## src/rtl/ps2_pkg.sv

```systemverilog
// rtl/ps2_pkg.sv - shared constants and frame-state type for the PS/2 scan receiver
package ps2_pkg;

    localparam logic [7:0] PS2_BREAK      = 8'hF0;
    localparam logic [7:0] PS2_EXT        = 8'hE0;
    localparam int         PS2_FRAME_BITS = 11;

    typedef enum logic {
        IDLE = 1'b0,
        RECV = 1'b1
    } frame_state_e;

endpackage

```

## src/rtl/ps2_frame_receiver.sv

```systemverilog
// rtl/ps2_frame_receiver.sv - PS/2 pin synchronizer, frame FSM, parity/stop check and timeout
module ps2_frame_receiver
    import ps2_pkg::*;
#(
    parameter int SYNC_STAGES    = 2,
    parameter int TIMEOUT_CYCLES = 50000
) (
    input  logic       clock,
    input  logic       reset_n,
    input  logic       ps2_clk,
    input  logic       ps2_data,
    output logic [7:0] rx_byte,
    output logic       byte_valid,
    output logic       frame_error
);

    localparam int                CNT_W    = $clog2(TIMEOUT_CYCLES + 1);
    localparam logic [3:0]        LAST_BIT = 4'(PS2_FRAME_BITS - 1);
    localparam logic [CNT_W-1:0]  TO_LAST  = CNT_W'(TIMEOUT_CYCLES - 1);

    logic [SYNC_STAGES-1:0] clk_sync;
    logic [SYNC_STAGES-1:0] data_sync;
    logic                   clk_prev;
    logic                   clk_s;
    logic                   data_s;
    logic                   fall;

    frame_state_e     state;
    frame_state_e     state_next;
    logic [3:0]       bit_cnt;
    logic [8:0]       shreg;
    logic [CNT_W-1:0] to_cnt;
    logic             frame_last;
    logic             timed_out;
    logic             frame_good;

    assign clk_s  = clk_sync[SYNC_STAGES-1];
    assign data_s = data_sync[SYNC_STAGES-1];
    assign fall   = clk_prev & ~clk_s;

    // Lines idle high, so synchronizers reset to 1 to avoid a false edge after reset.
    always_ff @(posedge clock) begin
        if (!reset_n) begin
            clk_sync  <= '1;
            data_sync <= '1;
            clk_prev  <= 1'b1;
        end else begin
            clk_sync  <= {clk_sync[SYNC_STAGES-2:0], ps2_clk};
            data_sync <= {data_sync[SYNC_STAGES-2:0], ps2_data};
            clk_prev  <= clk_s;
        end
    end

    always_ff @(posedge clock) begin
        if (!reset_n) state <= IDLE;
        else          state <= state_next;
    end

    always_comb begin
        state_next = state;
        frame_last = 1'b0;
        timed_out  = 1'b0;
        case (state)
            IDLE: if (fall && !data_s) state_next = RECV;
            RECV: begin
                if (fall) begin
                    if (bit_cnt == LAST_BIT) begin
                        frame_last = 1'b1;
                        state_next = IDLE;
                    end
                end else if (to_cnt == TO_LAST) begin
                    timed_out  = 1'b1;
                    state_next = IDLE;
                end
            end
            default: state_next = IDLE;
        endcase
    end

    // shreg holds {parity, d7..d0} once the stop bit arrives; odd parity over all nine.
    assign frame_good = data_s & (^shreg);

    always_ff @(posedge clock) begin
        if (!reset_n) begin
            bit_cnt     <= '0;
            shreg       <= '0;
            to_cnt      <= '0;
            rx_byte     <= '0;
            byte_valid  <= 1'b0;
            frame_error <= 1'b0;
        end else begin
            byte_valid  <= 1'b0;
            frame_error <= 1'b0;

            if (fall || state != RECV) to_cnt <= '0;
            else                       to_cnt <= to_cnt + 1'b1;

            if (state == IDLE && fall && !data_s) begin
                bit_cnt <= 4'd1;
            end else if (frame_last) begin
                bit_cnt     <= '0;
                byte_valid  <= frame_good;
                frame_error <= ~frame_good;
                if (frame_good) rx_byte <= shreg[7:0];
            end else if (state == RECV && fall) begin
                shreg   <= {data_s, shreg[8:1]};
                bit_cnt <= bit_cnt + 1'b1;
            end else if (timed_out) begin
                bit_cnt     <= '0;
                frame_error <= 1'b1;
            end
        end
    end

endmodule

```

## src/rtl/ps2_scan_receiver.sv

```systemverilog
// rtl/ps2_scan_receiver.sv - PS/2 keyboard receiver folding F0/E0 prefixes into scan-code events
module ps2_scan_receiver
    import ps2_pkg::*;
#(
    parameter int SYNC_STAGES    = 2,
    parameter int TIMEOUT_CYCLES = 50000
) (
    input  logic       clock,
    input  logic       reset_n,
    input  logic       ps2_clk,
    input  logic       ps2_data,
    output logic [7:0] scan_code,
    output logic       scan_valid,
    output logic       scan_break,
    output logic       scan_ext,
    output logic       frame_error
);

    logic [7:0] rx_byte;
    logic       byte_valid;
    logic       brk_pend;
    logic       ext_pend;

    ps2_frame_receiver #(
        .SYNC_STAGES    (SYNC_STAGES),
        .TIMEOUT_CYCLES (TIMEOUT_CYCLES)
    ) u_frame (
        .clock       (clock),
        .reset_n     (reset_n),
        .ps2_clk     (ps2_clk),
        .ps2_data    (ps2_data),
        .rx_byte     (rx_byte),
        .byte_valid  (byte_valid),
        .frame_error (frame_error)
    );

    always_ff @(posedge clock) begin
        if (!reset_n) begin
            scan_code  <= '0;
            scan_valid <= 1'b0;
            scan_break <= 1'b0;
            scan_ext   <= 1'b0;
            brk_pend   <= 1'b0;
            ext_pend   <= 1'b0;
        end else begin
            scan_valid <= 1'b0;
            if (frame_error) begin
                brk_pend <= 1'b0;
                ext_pend <= 1'b0;
            end else if (byte_valid) begin
                if (rx_byte == PS2_EXT) begin
                    ext_pend <= 1'b1;
                end else if (rx_byte == PS2_BREAK) begin
                    brk_pend <= 1'b1;
                end else if (rx_byte == 8'h00 || rx_byte == 8'hFF) begin
                    // keyboard overrun: any pending prefix belonged to a lost code
                    brk_pend <= 1'b0;
                    ext_pend <= 1'b0;
                end else begin
                    scan_valid <= 1'b1;
                    scan_code  <= rx_byte;
                    scan_break <= brk_pend;
                    scan_ext   <= ext_pend;
                    brk_pend   <= 1'b0;
                    ext_pend   <= 1'b0;
                end
            end
        end
    end

endmodule

```

## config.mk

```make
export PLATFORM = sky130hd
export DESIGN_NAME = ps2_scan_receiver
export DESIGN_NICKNAME = d
export VERILOG_FILES = /design/src/rtl/ps2_pkg.sv /design/src/rtl/ps2_frame_receiver.sv /design/src/rtl/ps2_scan_receiver.sv
export SDC_FILE = /design/constraint.sdc
export NUM_CORES = 1
export LEC_CHECK = 0
export BUFFER_PORTS_ARGS = -buffer_cell sky130_fd_sc_hd__buf_2
export CORE_MARGIN = 4
export CORE_UTILIZATION = 30
export DETAILED_ROUTE_END_ITERATION = 12
export GPL_ROUTABILITY_DRIVEN = 0
export PLACE_DENSITY_LB_ADDON = 0.3
export SLEW_MARGIN = 20
export SYNTH_ARGS = -nofsm -noshare
export SYNTH_HDL_FRONTEND = slang
export SYNTH_HIERARCHICAL = 1
export SYNTH_SLANG_ARGS = --single-unit
```

## constraint.sdc

```tcl
create_clock -name clock -period 1.95 [get_ports clock]
set_clock_uncertainty 0.15 [all_clocks]
set_input_delay 0.195 -clock clock [delete_from_list [all_inputs] [get_ports clock]]
set_output_delay 0.195 -clock clock [all_outputs]
set_load 0.1 [all_outputs]
```

==> impl_results.html <==
<table>
<tr><th>Metric</th><th>Value</th></tr>
<tr><th colspan="2">Power and ir drop</th></tr>
<tr><td>Switching part of the total power</td><td>0.222</td></tr>
<tr><td>Psw</td><td>0.484 mW</td></tr>
<tr><td>Leakage dissipation</td><td>0.973 nW</td></tr>
<tr><td>Share of total power in sequential cells</td><td>0.548</td></tr>
<tr><td>Power density over the cells</td><td>756 nW/um2</td></tr>
<tr><td>Combinational fraction of design power</td><td>0.018</td></tr>
<tr><td>Internal power component</td><td>1.69 mW</td></tr>
<tr><td>Clock share of power</td><td>0.434</td></tr>
<tr><td>Worst ir drop on vdd</td><td>342 uV</td></tr>
<tr><td>Total power of the final layout</td><td>2.18 mW</td></tr>
<tr><th colspan="2">Synth</th></tr>
<tr><td>Share of synthesized registers carrying an async set or reset</td><td>0</td></tr>
<tr><td>Flip-flop and latch count after synthesis</td><td>58</td></tr>
<tr><td>Number of nets in the synthesized netlist</td><td>282</td></tr>
<tr><td>Gate Count Post-Synth</td><td>275</td></tr>
<tr><td>Sequential cell area fraction in the yosys report</td><td>0.473</td></tr>
<tr><td>Number of synthesized flops with an enable pin</td><td>0</td></tr>
<tr><td>Syn. warnings</td><td>6</td></tr>
<tr><td>Post-Syn Area per Cell</td><td>8.93 um2</td></tr>
<tr><td>Library cells used by synthesis</td><td>40</td></tr>
<tr><td>Dominant synthesized flop cell</td><td>dfxtp_1</td></tr>
<tr><td>Post-synthesis instance area</td><td>2460 um2</td></tr>
<tr><th colspan="2">Global route</th></tr>
<tr><td>Wire length of the first global-routing pass</td><td>8.01 mm</td></tr>
<tr><td>Largest net degree at the start of global routing</td><td>29</td></tr>
<tr><td>Overall fraction of global-route tracks in use</td><td>0.0997</td></tr>
<tr><td>Overflow left after global routing</td><td>0</td></tr>
<tr><td>Number of global-route vias before repair</td><td>1776</td></tr>
<tr><td>Initial antenna violation count</td><td>0</td></tr>
<tr><th colspan="2">Flow run</th></tr>
<tr><td>Max-cap violations</td><td>0</td></tr>
<tr><th colspan="2">Cells and area</th></tr>
<tr><td>Antenna diode count</td><td>0</td></tr>
<tr><td>Filler instances</td><td>821</td></tr>
<tr><td>Final net count</td><td>307</td></tr>
<tr><td>Flip-flop and latch area</td><td>1160 um2</td></tr>
<tr><td>Area added between synthesis and finish</td><td>17.3%</td></tr>
<tr><td>Share of final-layout standard cells stronger than drive strength 1</td><td>0.164</td></tr>
<tr><td>Area taken by multi-input logic gates</td><td>1260 um2</td></tr>
<tr><th colspan="2">Clock network</th></tr>
<tr><td>H-tree depth</td><td>3</td></tr>
<tr><td>Post CTS Setup Buffer Count</td><td>0</td></tr>
<tr><td>Number of buffers between clock root and the deepest sink</td><td>2</td></tr>
<tr><td>Clock root buffer master</td><td>clkbuf_8</td></tr>
<tr><td>Clock-pin slew of the registers on the worst-case setup and hold paths</td><td>0.07 ns</td></tr>
<tr><td>Clock insertion delay at the later pin of the skew report</td><td>0.33 ns</td></tr>
<tr><td>CTS tree</td><td>built</td></tr>
<tr><td>Number of buffers added by the clock tree synthesis step</td><td>9</td></tr>
<tr><td>Clock sink count</td><td>58</td></tr>
<tr><th colspan="2">STA</th></tr>
<tr><td>Setup repair after global routing missed its margin</td><td>false</td></tr>
<tr><td>Hold Violations, Final</td><td>0</td></tr>
<tr><td>Worst slew margin</td><td>0.504</td></tr>
<tr><td>Final-report max-slew violation count</td><td>0</td></tr>
<tr><td>Minimum clock period</td><td>1.85 ns</td></tr>
<tr><td>Accumulated negative setup slack</td><td>0 ns</td></tr>
<tr><td>Slew at the pin with the worst max-slew slack</td><td>0.744 ns</td></tr>
<tr><td>Final period util</td><td>0.951</td></tr>
<tr><td>Number of setup violations in the final report</td><td>0</td></tr>
<tr><td>Timing-limited maximum frequency</td><td>539 MHz</td></tr>
<tr><th colspan="2">Drt</th></tr>
<tr><td>Number of routed nets with antenna violations</td><td>0</td></tr>
<tr><td>Total number of vias</td><td>1846</td></tr>
<tr><td>Drt initial violations</td><td>78</td></tr>
<tr><td>DR pass1 iterations</td><td>4</td></tr>
<tr><td>Final Routed Wirelength</td><td>4.62 mm</td></tr>
<tr><td>Remaining DRCs</td><td>0</td></tr>
<tr><td>Per-cell routed wire length</td><td>11.4 um</td></tr>
<tr><td>Via-per-instance ratio</td><td>4.54</td></tr>
<tr><th colspan="2">Worst setup path</th></tr>
<tr><td>Critical path peak fanout</td><td>5</td></tr>
<tr><td>Worst endpoint data arrival time</td><td>1.92 ns</td></tr>
<tr><td>Worst Setup Path Type</td><td>reg2reg</td></tr>
<tr><td>Type of destination of the critical path</td><td>flop</td></tr>
<tr><td>Logic depth of the worst register-to-register path</td><td>5</td></tr>
<tr><td>Crit path launch type</td><td>flop</td></tr>
<tr><td>Critical R2R Capture</td><td>u_frame/bit_cnt[0]</td></tr>
<tr><td>FF-to-FF setup slack</td><td>0.1 ns</td></tr>
<tr><td>Critical R2R Launch</td><td>u_frame/to_cnt[6]</td></tr>
<tr><td>Required time of the critical path</td><td>2.01 ns</td></tr>
<tr><th colspan="2">Floorplan</th></tr>
<tr><td>Core box area</td><td>7850 um2</td></tr>
<tr><td>Die H</td><td>98.5 um</td></tr>
<tr><td>Initial standard-cell utilization of the core</td><td>0.313</td></tr>
<tr><td>Area of the die</td><td>9700 um2</td></tr>
<tr><td>I/O pins</td><td>16</td></tr>
<tr><td>Std cell rows</td><td>32</td></tr>
<tr><td>Die extent in x</td><td>98.5 um</td></tr>
<tr><th colspan="2">Min path</th></tr>
<tr><td>Number of cells on the worst hold path</td><td>2</td></tr>
<tr><td>WHS Endpoint</td><td>u_frame/clk_sync[0]</td></tr>
<tr><td>Startpoint of the tightest hold check path</td><td>reset_n</td></tr>
<tr><td>Worst hold path type</td><td>in2reg</td></tr>
<tr><th colspan="2">Status</th></tr>
<tr><td>Outcome</td><td>completed</td></tr>
<tr><th colspan="2">Place</th></tr>
<tr><td>Number of buffers added on ports</td><td>15</td></tr>
<tr><td>HPWL reported at the end of detailed placement</td><td>3.09 mm</td></tr>
</table>
power by group through the flow:
stage / clock [mW] / sequential [mW] / combinational, mW
after CTS: 0.993 / 1.19 / 0.0395
after global placement: 0 / 1.22 / 0.0358
final: 0.945 / 1.19 / 0.0392
after global routing: 1.06 / 1.19 / 0.0438
after detailed placement: 0 / 1.22 / 0.0364
after floorplan: 0 / 1.22 / 0.0253
cells in the final DEF, fill, tap and decap left out, drive strengths merged, types with 3 or more instances in the layout:
master / instances
a21boi: 9
a21oi: 6
and2: 3
buf: 22
clkbuf: 11
clkinv: 3
dfxtp: 58
ha: 3
inv: 4
mux2i: 18
nand2: 56
nand2b: 8
nand3: 19
nand3b: 3
nand4: 3
nor2: 24
o21ai: 8
or3: 3
xnor2: 8
xor2: 10
what timing repair did:
item	in CTS	in global routing
resized for setup	0	6
endpoints found under the setup margin	0	4
endpoints found under the hold margin	2	0
hold buffers	2	0
critical path, cell delays in order (launching register included):
cell and delay (ns):
dfxtp_1 0.38, or4b_1 0.47, nor4_2 0.22, and3_4 0.26, o22ai_1 0.09, o21a_1 0.18
cell type report:
| type | instances | area share |
|---|---|---|
| tap | 102 | 0.0443 |
| clock inverter | 5 | 0.0104 |
| multi-input combinational | 203 | 0.436 |
| clock buffer | 11 | 0.0491 |
| sequential | 58 | 0.404 |
| inverter | 4 | 0.00521 |
| timing repair buffer | 24 | 0.0513 |
registers in the layout, summed over array words and instances, names as in the netlist:
name and flops:
u_frame/state 1, ext_pend 1, u_frame/shreg 9, u_frame/rx_byte 8, u_frame/data_sync 2, u_frame/clk_prev 1
scan_ext 1, scan_valid 1, scan_break 1, scan_code 8, brk_pend 1, u_frame/clk_sync 2
u_frame/bit_cnt 4, u_frame/byte_valid 1, u_frame/frame_error 1, u_frame/to_cnt 16
stage by stage:
step | hold slack, ns | area [um2] | setup slack, ns | instances | util
after floorplan | 0.146 | 2460 | 0.161 | 275 | -
after global placement | 0.231 | 2660 | 0.0831 | 388 | 0.338
after detailed placement | 0.235 | 2660 | 0.0508 | 388 | 0.338
after CTS | 0.0210 | 2850 | 0.0291 | 406 | 0.363
after global routing | 0.0254 | 2880 | 0.00169 | 407 | 0.367
final | 0.0368 | 2880 | 0.0964 | 407 | 0.367
cells by family after synthesis:
group / count (synthesis) / share of synthesized area
and+or+nand+nor: 133 / 0.258
DFF: 58 / 0.473
AOI/OAI and AO/OA: 28 / 0.0739
xor gates and xnor gates: 19 / 0.0734
muxes: 19 / 0.0779
buffers and inverters: 15 / 0.0290
adders and majority gates: 3 / 0.0153
synth_stat cells (4+ instances only):
cell / count / area (um2)
clkbuf_1: 9 / 33.8
xor2_1: 10 / 87.6
o21ai_0: 5 / 25.0
inv_1: 4 / 15.0
nand2b_1: 8 / 50.1
nor2_1: 24 / 90.1
nand2_1: 56 / 210
dfxtp_1: 58 / 1160
nand3_1: 19 / 95.1
a21oi_1: 5 / 25.0
mux2i_1: 18 / 180
xnor2_1: 8 / 70.1
a21boi_0: 9 / 67.6
how the worst max path moves through the flow:
stage                             startpoint                 end  cells after the start
after detailed placement   u_frame/to_cnt[6]  u_frame/bit_cnt[0]                      5
after CTS                  u_frame/to_cnt[6]  u_frame/bit_cnt[0]                      5
after global placement    u_frame/to_cnt[11]  u_frame/bit_cnt[0]                      5
after global routing       u_frame/to_cnt[6]  u_frame/bit_cnt[0]                      5
after floorplan            u_frame/to_cnt[4]  u_frame/bit_cnt[0]                      5
final                      u_frame/to_cnt[6]  u_frame/bit_cnt[0]                      5
per-layer routing:
metal / track usage / vias to the layer above / share of wire
met1: 0.135 / 827 / 0.52
met5: 0 / - / 0
met3: 0.0297 / 4 / 0.044
met2: 0.143 / 33 / 0.43
met4: 0.0504 / 0 / 0.0063
li1: - / 982 / -
Power figures use the tool's default switching activity.
